## src/rtl/cache_port_arbiter.sv

```systemverilog
// rtl/cache_port_arbiter.sv - round-robin arbiter sharing one cache lookup port
module cache_port_arbiter #(
  parameter int NUM_REQ      = 4,
  parameter int ADDR_W       = 32,
  parameter int ID_W         = 2,
  parameter int MISS_PENALTY = 8
) (
  input  logic                      clk,
  input  logic                      rst,
  input  logic [NUM_REQ-1:0]        req_valid,
  input  logic [NUM_REQ*ADDR_W-1:0] req_addr,
  output logic [NUM_REQ-1:0]        req_ready,
  output logic                      cache_valid,
  output logic [ADDR_W-1:0]         cache_addr,
  input  logic                      cache_hit,
  input  logic                      cache_miss,
  output logic                      resp_valid,
  output logic [ID_W-1:0]           resp_id,
  output logic                      resp_hit,
  output logic                      busy,
  output logic                      err,
  input  logic [ID_W-1:0]           stat_sel,
  output logic [31:0]               stat_hits,
  output logic [31:0]               stat_misses
);

  localparam int SW = (MISS_PENALTY > 0) ? $clog2(MISS_PENALTY + 1) : 1;

  typedef enum logic [1:0] {IDLE, LOOKUP, RESP, STALL} state_t;

  state_t                    state, state_nxt;
  logic [ID_W-1:0]           rr_ptr;
  logic [ID_W-1:0]           cur_id;
  logic [ID_W-1:0]           grant_id;
  logic [ID_W-1:0]           cand;
  logic                      grant_any;
  logic                      grant_fire;
  logic [SW-1:0]             stall_cnt;
  logic [ADDR_W-1:0]         addr_arr [NUM_REQ];
  logic [NUM_REQ-1:0][31:0]  hit_cnt;
  logic [NUM_REQ-1:0][31:0]  miss_cnt;
  logic                      is_hit;
  logic                      proto_err;
  logic                      fire;
  logic                      fire_hit;

  always_comb begin
    for (int i = 0; i < NUM_REQ; i++) begin
      addr_arr[i] = req_addr[i*ADDR_W +: ADDR_W];
    end
  end

  // Search upward from rr_ptr with wrap; first pending requester wins.
  always_comb begin
    grant_any = 1'b0;
    grant_id  = '0;
    cand      = '0;
    for (int i = 0; i < NUM_REQ; i++) begin
      cand = ID_W'((int'(rr_ptr) + i) % NUM_REQ);
      if (!grant_any && req_valid[cand]) begin
        grant_any = 1'b1;
        grant_id  = cand;
      end
    end
  end

  assign grant_fire = rst && (state == IDLE) && grant_any;
  assign req_ready  = grant_fire ? (NUM_REQ'(1) << grant_id) : '0;
  assign busy       = (state != IDLE);

  // A malformed cache answer (both or neither) is treated as a miss.
  assign is_hit    = cache_hit && !cache_miss;
  assign proto_err = (cache_hit == cache_miss);
  assign fire      = ((state == RESP) && (is_hit || (MISS_PENALTY == 0))) ||
                     ((state == STALL) && (stall_cnt == SW'(1)));
  assign fire_hit  = (state == RESP) && is_hit;

  always_comb begin
    state_nxt = state;
    case (state)
      IDLE:    if (grant_any) state_nxt = LOOKUP;
      LOOKUP:  state_nxt = RESP;
      RESP:    state_nxt = (is_hit || (MISS_PENALTY == 0)) ? IDLE : STALL;
      STALL:   if (stall_cnt == SW'(1)) state_nxt = IDLE;
      default: state_nxt = IDLE;
    endcase
  end

  always_ff @(posedge clk) begin
    if (!rst) begin
      state       <= IDLE;
      rr_ptr      <= '0;
      cur_id      <= '0;
      stall_cnt   <= '0;
      cache_valid <= 1'b0;
      cache_addr  <= '0;
      resp_valid  <= 1'b0;
      resp_id     <= '0;
      resp_hit    <= 1'b0;
      err         <= 1'b0;
      hit_cnt     <= '0;
      miss_cnt    <= '0;
    end else begin
      state       <= state_nxt;
      cache_valid <= 1'b0;
      resp_valid  <= 1'b0;
      if (grant_fire) begin
        cur_id      <= grant_id;
        cache_addr  <= addr_arr[grant_id];
        cache_valid <= 1'b1;
        rr_ptr      <= (grant_id == ID_W'(NUM_REQ - 1)) ? '0 : grant_id + 1'b1;
      end
      if (state == RESP) begin
        stall_cnt <= SW'(MISS_PENALTY);
        if (proto_err) err <= 1'b1;
      end
      if (state == STALL) stall_cnt <= stall_cnt - 1'b1;
      if (fire) begin
        resp_valid <= 1'b1;
        resp_id    <= cur_id;
        resp_hit   <= fire_hit;
        if (fire_hit) begin
          if (hit_cnt[cur_id] != '1) hit_cnt[cur_id] <= hit_cnt[cur_id] + 32'd1;
        end else begin
          if (miss_cnt[cur_id] != '1) miss_cnt[cur_id] <= miss_cnt[cur_id] + 32'd1;
        end
      end
    end
  end

  assign stat_hits   = hit_cnt[stat_sel];
  assign stat_misses = miss_cnt[stat_sel];

endmodule

```

## config.mk

```make
export PLATFORM = sky130hd
export DESIGN_NAME = cache_port_arbiter
export DESIGN_NICKNAME = d
export VERILOG_FILES = /design/src/rtl/cache_port_arbiter.sv
export SDC_FILE = /design/constraint.sdc
export NUM_CORES = 1
export LEC_CHECK = 0
export ABC_AREA = 1
export CAP_MARGIN = 20
export CORE_MARGIN = 2
export CORE_UTILIZATION = 50
export DETAILED_ROUTE_END_ITERATION = 8
export GPL_ROUTABILITY_DRIVEN = 0
export GPL_TIMING_DRIVEN = 0
export PLACE_DENSITY = 0.73
export SYNTH_ARGS = -nofsm -noshare
export SYNTH_HDL_FRONTEND = slang
export SYNTH_SLANG_ARGS = --single-unit
```

## constraint.sdc

```tcl
create_clock -name clk -period 4.41 [get_ports clk]
set_input_delay 1.323 -clock clk [delete_from_list [all_inputs] [get_ports clk]]
set_output_delay 1.323 -clock clk [all_outputs]
set_load 0.05 [all_outputs]
```

-- After elaboration in Yosys (flattened, before gate mapping)
Index checks and enable logic that the tools add are counted.
- add/subtract/negate cells: 7
- $lt $le $gt $ge: 8
- equal/unequal tests: 10
- shift operators: 1
- mux-type cells: 41
- bitwise operators: 2
- reduce and logical (&&, ||, !) cells: 21
- operator list (kind ; count):
    binary-select mux 32 bit (select 2 bit) ; 5
    bitwise mux 128 bit ; 2
    2-to-1 mux 32 bit ; 7
    adder 32 x 1 -> 32 bit (second input constant) ; 2
    demux 32 bit (select 2 bit) ; 1
    inequality test 32 bit (second input constant) ; 2
    < comparator 2 x 3 -> 1 bit (second input constant) ; 6
    2-to-1 mux 2 bit ; 8
    2-to-1 mux 4 bit ; 3
    2-to-1 mux 1 bit ; 10
    logical AND 1 bit ; 9
    binary-select mux 1 bit (select 2 bit) ; 4
    case mux 2 bit (4 select lines) ; 1
    == test 2 bit (second input constant) ; 3
    AND reduction 3 bit ; 2
    adder 2 x 1 -> 2 bit (second input constant) ; 2
    adder 2 bit (second input constant) ; 2
    == test 4 x 1 -> 1 bit (second input constant) ; 1
    zero test 1 bit ; 4
    AND reduction 2 bit ; 2
    nonzero test 2 bit ; 2
    << shifter 1 x 2 -> 4 bit (first input constant) ; 1
    subtractor 4 x 1 -> 4 bit (second input constant) ; 1
    >= comparator 3 bit (second input constant) ; 1
    other kinds (9) ; 9
- flip-flop bits (word level): 304
- input port bits: 138
- output and inout bits: 107
- logic and storage cells: 108

-- Depth between registers and ports, before layout
Gate-level depths: netlist of the first run.
- depth after elaboration: 16
- mapped depth: 20
- mapped depth without buffers: 16

-- Worst setup path before layout of the first run
OpenSTA, ideal clock, no wires.
- path type: in2out
- start: input req_valid[0]
- end: output req_ready[1]
- data arrival time: 3.274 ns
- data required time: 3.087 ns
- slack: -0.187 ns
- stages: 13
- buffers on the path: 2
- cell sequence: inv_1 > o21ai_0 > nand2_1 > nand2_1 > nor2_1 > nand3b_1 > nand3_1 > buf_2 > buf_2 > inv_1 > ha_1 > inv_1 > nor2_1
- cells in the longest elaborated chain, start to end: 14
- elaborated cells on any way between the ends: 25
- those cells by class: shift: 1; mux: 17; reduce/logical: 7
- ends and longest elaborated chain (what ; line ; text):
    start, declared ; 10 ; input logic [NUM_REQ-1:0] req_valid,
    binary-select mux 1 bit (select 2 bit) ; 60 ; if (!grant_any && req_valid[cand]) begin
    2-to-1 mux 1 bit (implied by the code) ; 60 ;
    2-to-1 mux 1 bit ; 60 ;
    zero test 1 bit ; 60 ;
    logical AND 1 bit ; 60 ;
    2-to-1 mux 1 bit ; 60 ;
    zero test 1 bit ; 60 ;
    logical AND 1 bit ; 60 ;
    2-to-1 mux 1 bit ; 60 ;
    zero test 1 bit ; 60 ;
    logical AND 1 bit ; 60 ;
    2-to-1 mux 2 bit * ; 60 ;
    named net grant_id[0] ; 34 ; logic [ID_W-1:0] grant_id;
    << shifter 1 x 2 -> 4 bit * ; 68 ; assign req_ready = grant_fire ? (NUM_REQ'(1) << grant_id) : '0;
    2-to-1 mux 4 bit * ; 68 ;
    end, declared ; 12 ; output logic [NUM_REQ-1:0] req_ready,
Mark *: on every way through the listed nets, which the timed path passes. The rest lies on a longest branch. The select of a mux whose other input is x is not followed.

-- Worst setup path in the final report of the first run
- start: input stat_sel[0]
- end: output stat_hits[1]
- cells in the longest elaborated chain, start to end: 2
- ends and longest elaborated chain (what ; line ; text):
    start, declared ; 22 ; input logic [ID_W-1:0] stat_sel,
    binary-select mux 32 bit (select 2 bit) ; 131 ; assign stat_hits = hit_cnt[stat_sel];
    2-to-1 mux 32 bit (implied by the code) ; 131 ;
    end, declared ; 23 ; output logic [31:0] stat_hits,
Every way passes these cells. The select of a mux whose other input is x is not followed.

==> results of run 1 <==
[routing by layer]
layer  vias to the layer above  GRT usage (%)
li1                      11800              -
met1                     10700           51.2
met3                       266           9.26
met4                         2           17.6
met2                      1519           57.0
met5                         -              0
[worst max path at each step]
stage	startpoint	endpoint	slack, ps	cells after the start
6_report	stat_sel[0]	stat_hits[1]	-70	7
5_1_grt	req_valid[1]	req_ready[0]	-80	13
4_1_cts	stat_sel[0]	stat_hits[14]	-2	8
3_3_place_gp	stat_sel[1]	stat_misses[25]	-1640	8
2_1_floorplan	req_valid[0]	req_ready[1]	30	13
3_5_place_dp	stat_sel[1]	stat_misses[25]	-1620	8
[repair_timing]
item	CTS	global route
pin swaps	11	13
endpoints found under the setup margin	68	53
gates resized for setup	493	95
buffers inserted	6	1
[worst register-to-register path: stages (launching register included)]
cell	delay, ps
dfxtp_1	510
inv_2	70
buf_4	180
buf_4	210
buf_4	240
nand2_1	90
nand2_1	40
nand2_1	50
nand2_1	130
ha_1	270
nand2_1	140
nor2_4	80
nand2_1	210
nor2_2	110
nand2_2	180
nand2_1	130
nor2_1	960
nand2_1	110
nand2_1	140
nor2_1	50
[cells by family after synthesis]
family	synth area share (%)
buffers and inverters	15.9
DFF	29.3
and+or+nand+nor	43.6
xor gates and xnor gates	1.63
AOI/OAI and AO/OA	9.04
adders and majority gates	0.542
[sequential cells by signal, summed over array words and instances (netlist names), 2 cells and up]
name and cells:
cache_addr 32, cur_id 2, hit_cnt 128, miss_cnt 128, resp_id 2, rr_ptr 2
stall_cnt 4, state 2
[cell usage in the layout (no fill, tap or decap), types with 21 or more instances in the layout]
| master | count |
|---|---|
| clkdlybuf4s50_1 | 172 |
| o21ai_0 | 89 |
| clkinv_1 | 26 |
| buf_6 | 43 |
| o21ai_1 | 62 |
| a21oi_1 | 180 |
| nor2_1 | 542 |
| clkbuf_16 | 36 |
| buf_2 | 43 |
| inv_1 | 523 |
| clkbuf_1 | 52 |
| dfxtp_1 | 304 |
| a21oi_2 | 21 |
| nand2_1 | 1470 |
| buf_1 | 22 |
| clkbuf_4 | 25 |
| nand4_1 | 75 |
| xor2_1 | 24 |
| nand3_1 | 116 |
| buf_4 | 83 |
[area by class of cell]
| cell class | instances | area, um^2 | share of cell area [%] |
|---|---|---|---|
| multi-input cells | 2683 | 11600 | 45.7 |
| flip-flops and latches | 304 | 6090 | 24.0 |
| clock inverters | 10 | 145 | 0.573 |
| repair buffers | 251 | 2350 | 9.26 |
| inverters | 563 | 2120 | 8.38 |
| plain buffers | 204 | 1340 | 5.29 |
| clock buffers | 52 | 1040 | 4.11 |
| diodes | 2 | 5.00 | 0.0198 |
| well taps | 532 | 666 | 2.63 |
[power groups by stage]
stage	Clock (mW)	Sequential (mW)	Combinational, mW
finish	3.10	3.05	5.27
global placement	0	3.10	4.85
global route	3.21	3.07	5.67
floorplan	0	3.41	2.87
detailed placement	0	3.10	4.87
CTS	3.10	3.05	5.12
[through the flow]
stage / TNS, ps / utilization, % / setup slack (ps) / cells / total power, mW
floorplan: 0 / - / 31.8 / 3756 / 6.28
global placement: -85400 / 58.4 / -1640 / 4532 / 7.96
detailed placement: -85250 / 58.4 / -1620 / 4532 / 7.97
CTS: -2.23 / 61.6 / -2.23 / 4600 / 11.3
global route: -168 / 61.9 / -81.6 / 4600 / 11.9
finish: -209 / 61.9 / -66.2 / 4601 / 11.4
==> results_dict.tcl, run 1 <==
set metrics [dict create \
    port_buffers 244 \
    grt_pass1_wl_um 128000 \
    arrival_ps 3150 \
    die_h_um 208 \
    relSlewSlack_pct 19.0 \
    seqPwrFrac_pct 26.7 \
    syn_area_per_cell_um2 5.53 \
    wl_met3_um 11600 \
    hold-path-endpoint "err" \
    status "complete, but fails checks" \
    detail-route-antenna-nets 0 \
    cp_slowest_cell "clkdlybuf4s50_1" \
    ys_seq_area_share_pct 29.3 \
    switching_share_pct 44.7 \
    synth_area_mm2 0.0208 \
    overflow 0 \
    p_clk_share_pct 27.2 \
    fin_nets 4190 \
    ff2ff_path_depth 19 \
    area_growth_pct 22.0 \
    skew_ps 30.7 \
    antenna_found_initial 2 \
    clockBufferDepth 3 \
    core_area_mm2 0.0409 \
    cap_violations 0 \
    fin_crit_sh_pct 102 \
    root_buffer "clkbuf_16" \
    irDropWorstVdd_mv 0.370 \
    synth_top_area_share_pct 29.3 \
    top_layer_used "met5" \
    reg2reg_to "miss_cnt[72]" \
    wl_met2_um 35400 \
    crit_required_ps 3090 \
    period_needed_ps 4480 \
    synth.largest_area_cell "dfxtp_1" \
    synth_most_common_cell "nand2_1" \
    ys_top_cells_by_count "nand2_1, nor2_1, inv_1, dfxtp_1, a21oi_1" \
    ys_async_sr_fraction_pct 0 \
    start_kind "primary input" \
    worst_slack_ps -66.2 \
    setup_viol 8 \
    nFillCells 4144 \
    hp-start "err" \
    fmax_ghz 0.223 \
    path_cells "clkdlybuf4s50_1 > inv_1 > clkbuf_4 > buf_4 > a21oi_1 > a21oi_1 > buf_4" \
    power_density_mw_per_mm2 451 \
    synth_area_leaders "dfxtp_1, nand2_1, nor2_1" \
    min_path_cells 2 \
    hp-class "reg2reg" \
    grt_pass1_vias 22100 \
    row_count 74 \
    cp_max_fo 10 \
    cts_hold_buf 0 \
    p_sw_mw 5.11 \
    grtUsageTotal_pct 37.9 \
    ys_ff_latch 304 \
    synth_nets 3903 \
    violations "negative setup slack" \
    die_x_um 208 \
    reg2reg_from "cur_id[0]" \
    initial_core_util_pct 50.7 \
    p_int_mw 6.31 \
    cts_sinks 304 \
    worst_pin_slew_ps 1210 \
    wl_met1_um 33300 \
    synth_flop_cell "dfxtp_1" \
    pin_count 245 \
    crit_buf_inv 5 \
    critical_path.top_delay_family "buffers and inverters" \
    combPwrFrac_pct 46.1 \
    drc 0 \
    synth_cell_types 35 \
    die_area_mm2 0.0432 \
    yosysWarningCount 0 \
    clk_latency_ps 570 \
    wl_um 84500 \
    cts_tree "built" \
    final_area_mm2 0.0253 \
    hold_viol_final 0 \
    dr.pass1.iters 6 \
    crit_path_end_kind "output pin" \
    hpwl_um 60500 \
    vias_per_cell 5.30 \
    slowest_delay_ps 480 \
    num_vias 24400 \
    synth-edff-count 0 \
    cts_buffers 36 \
    layout-drive-gt1-share_pct 9.00 \
    path_clk_slew_ps 60 \
    rsz0062_at_grt "true" \
    routedWlPerCell_um 18.4 \
    grt_max_degree 13 \
    holdWs_ps 447 \
    p_leak_nw 12.9 \
    synthCells 3756 \
    drv_slew 0 \
    drt-initial-drc-count 3353 \
    rrSetupSlack_ps 410 \
    htreeDepth 2 \
    crit_type "in2out" \
    dpl_cell_area_mm2 0.0239 \
]
No activity file was read; power rests on OpenSTA's default activity.
==> inputs of run 2 (changes only) <==
--- a/config.mk
+++ b/config.mk
@@ -13,6 +13,7 @@
 export GPL_ROUTABILITY_DRIVEN = 0
 export GPL_TIMING_DRIVEN = 0
 export PLACE_DENSITY = 0.73
+export SLEW_MARGIN = 20
 export SYNTH_ARGS = -nofsm -noshare
 export SYNTH_HDL_FRONTEND = slang
 export SYNTH_SLANG_ARGS = --single-unit
==> results of run 2 <==
No change in the layout: final DEF, timing and power equal those of run 1.
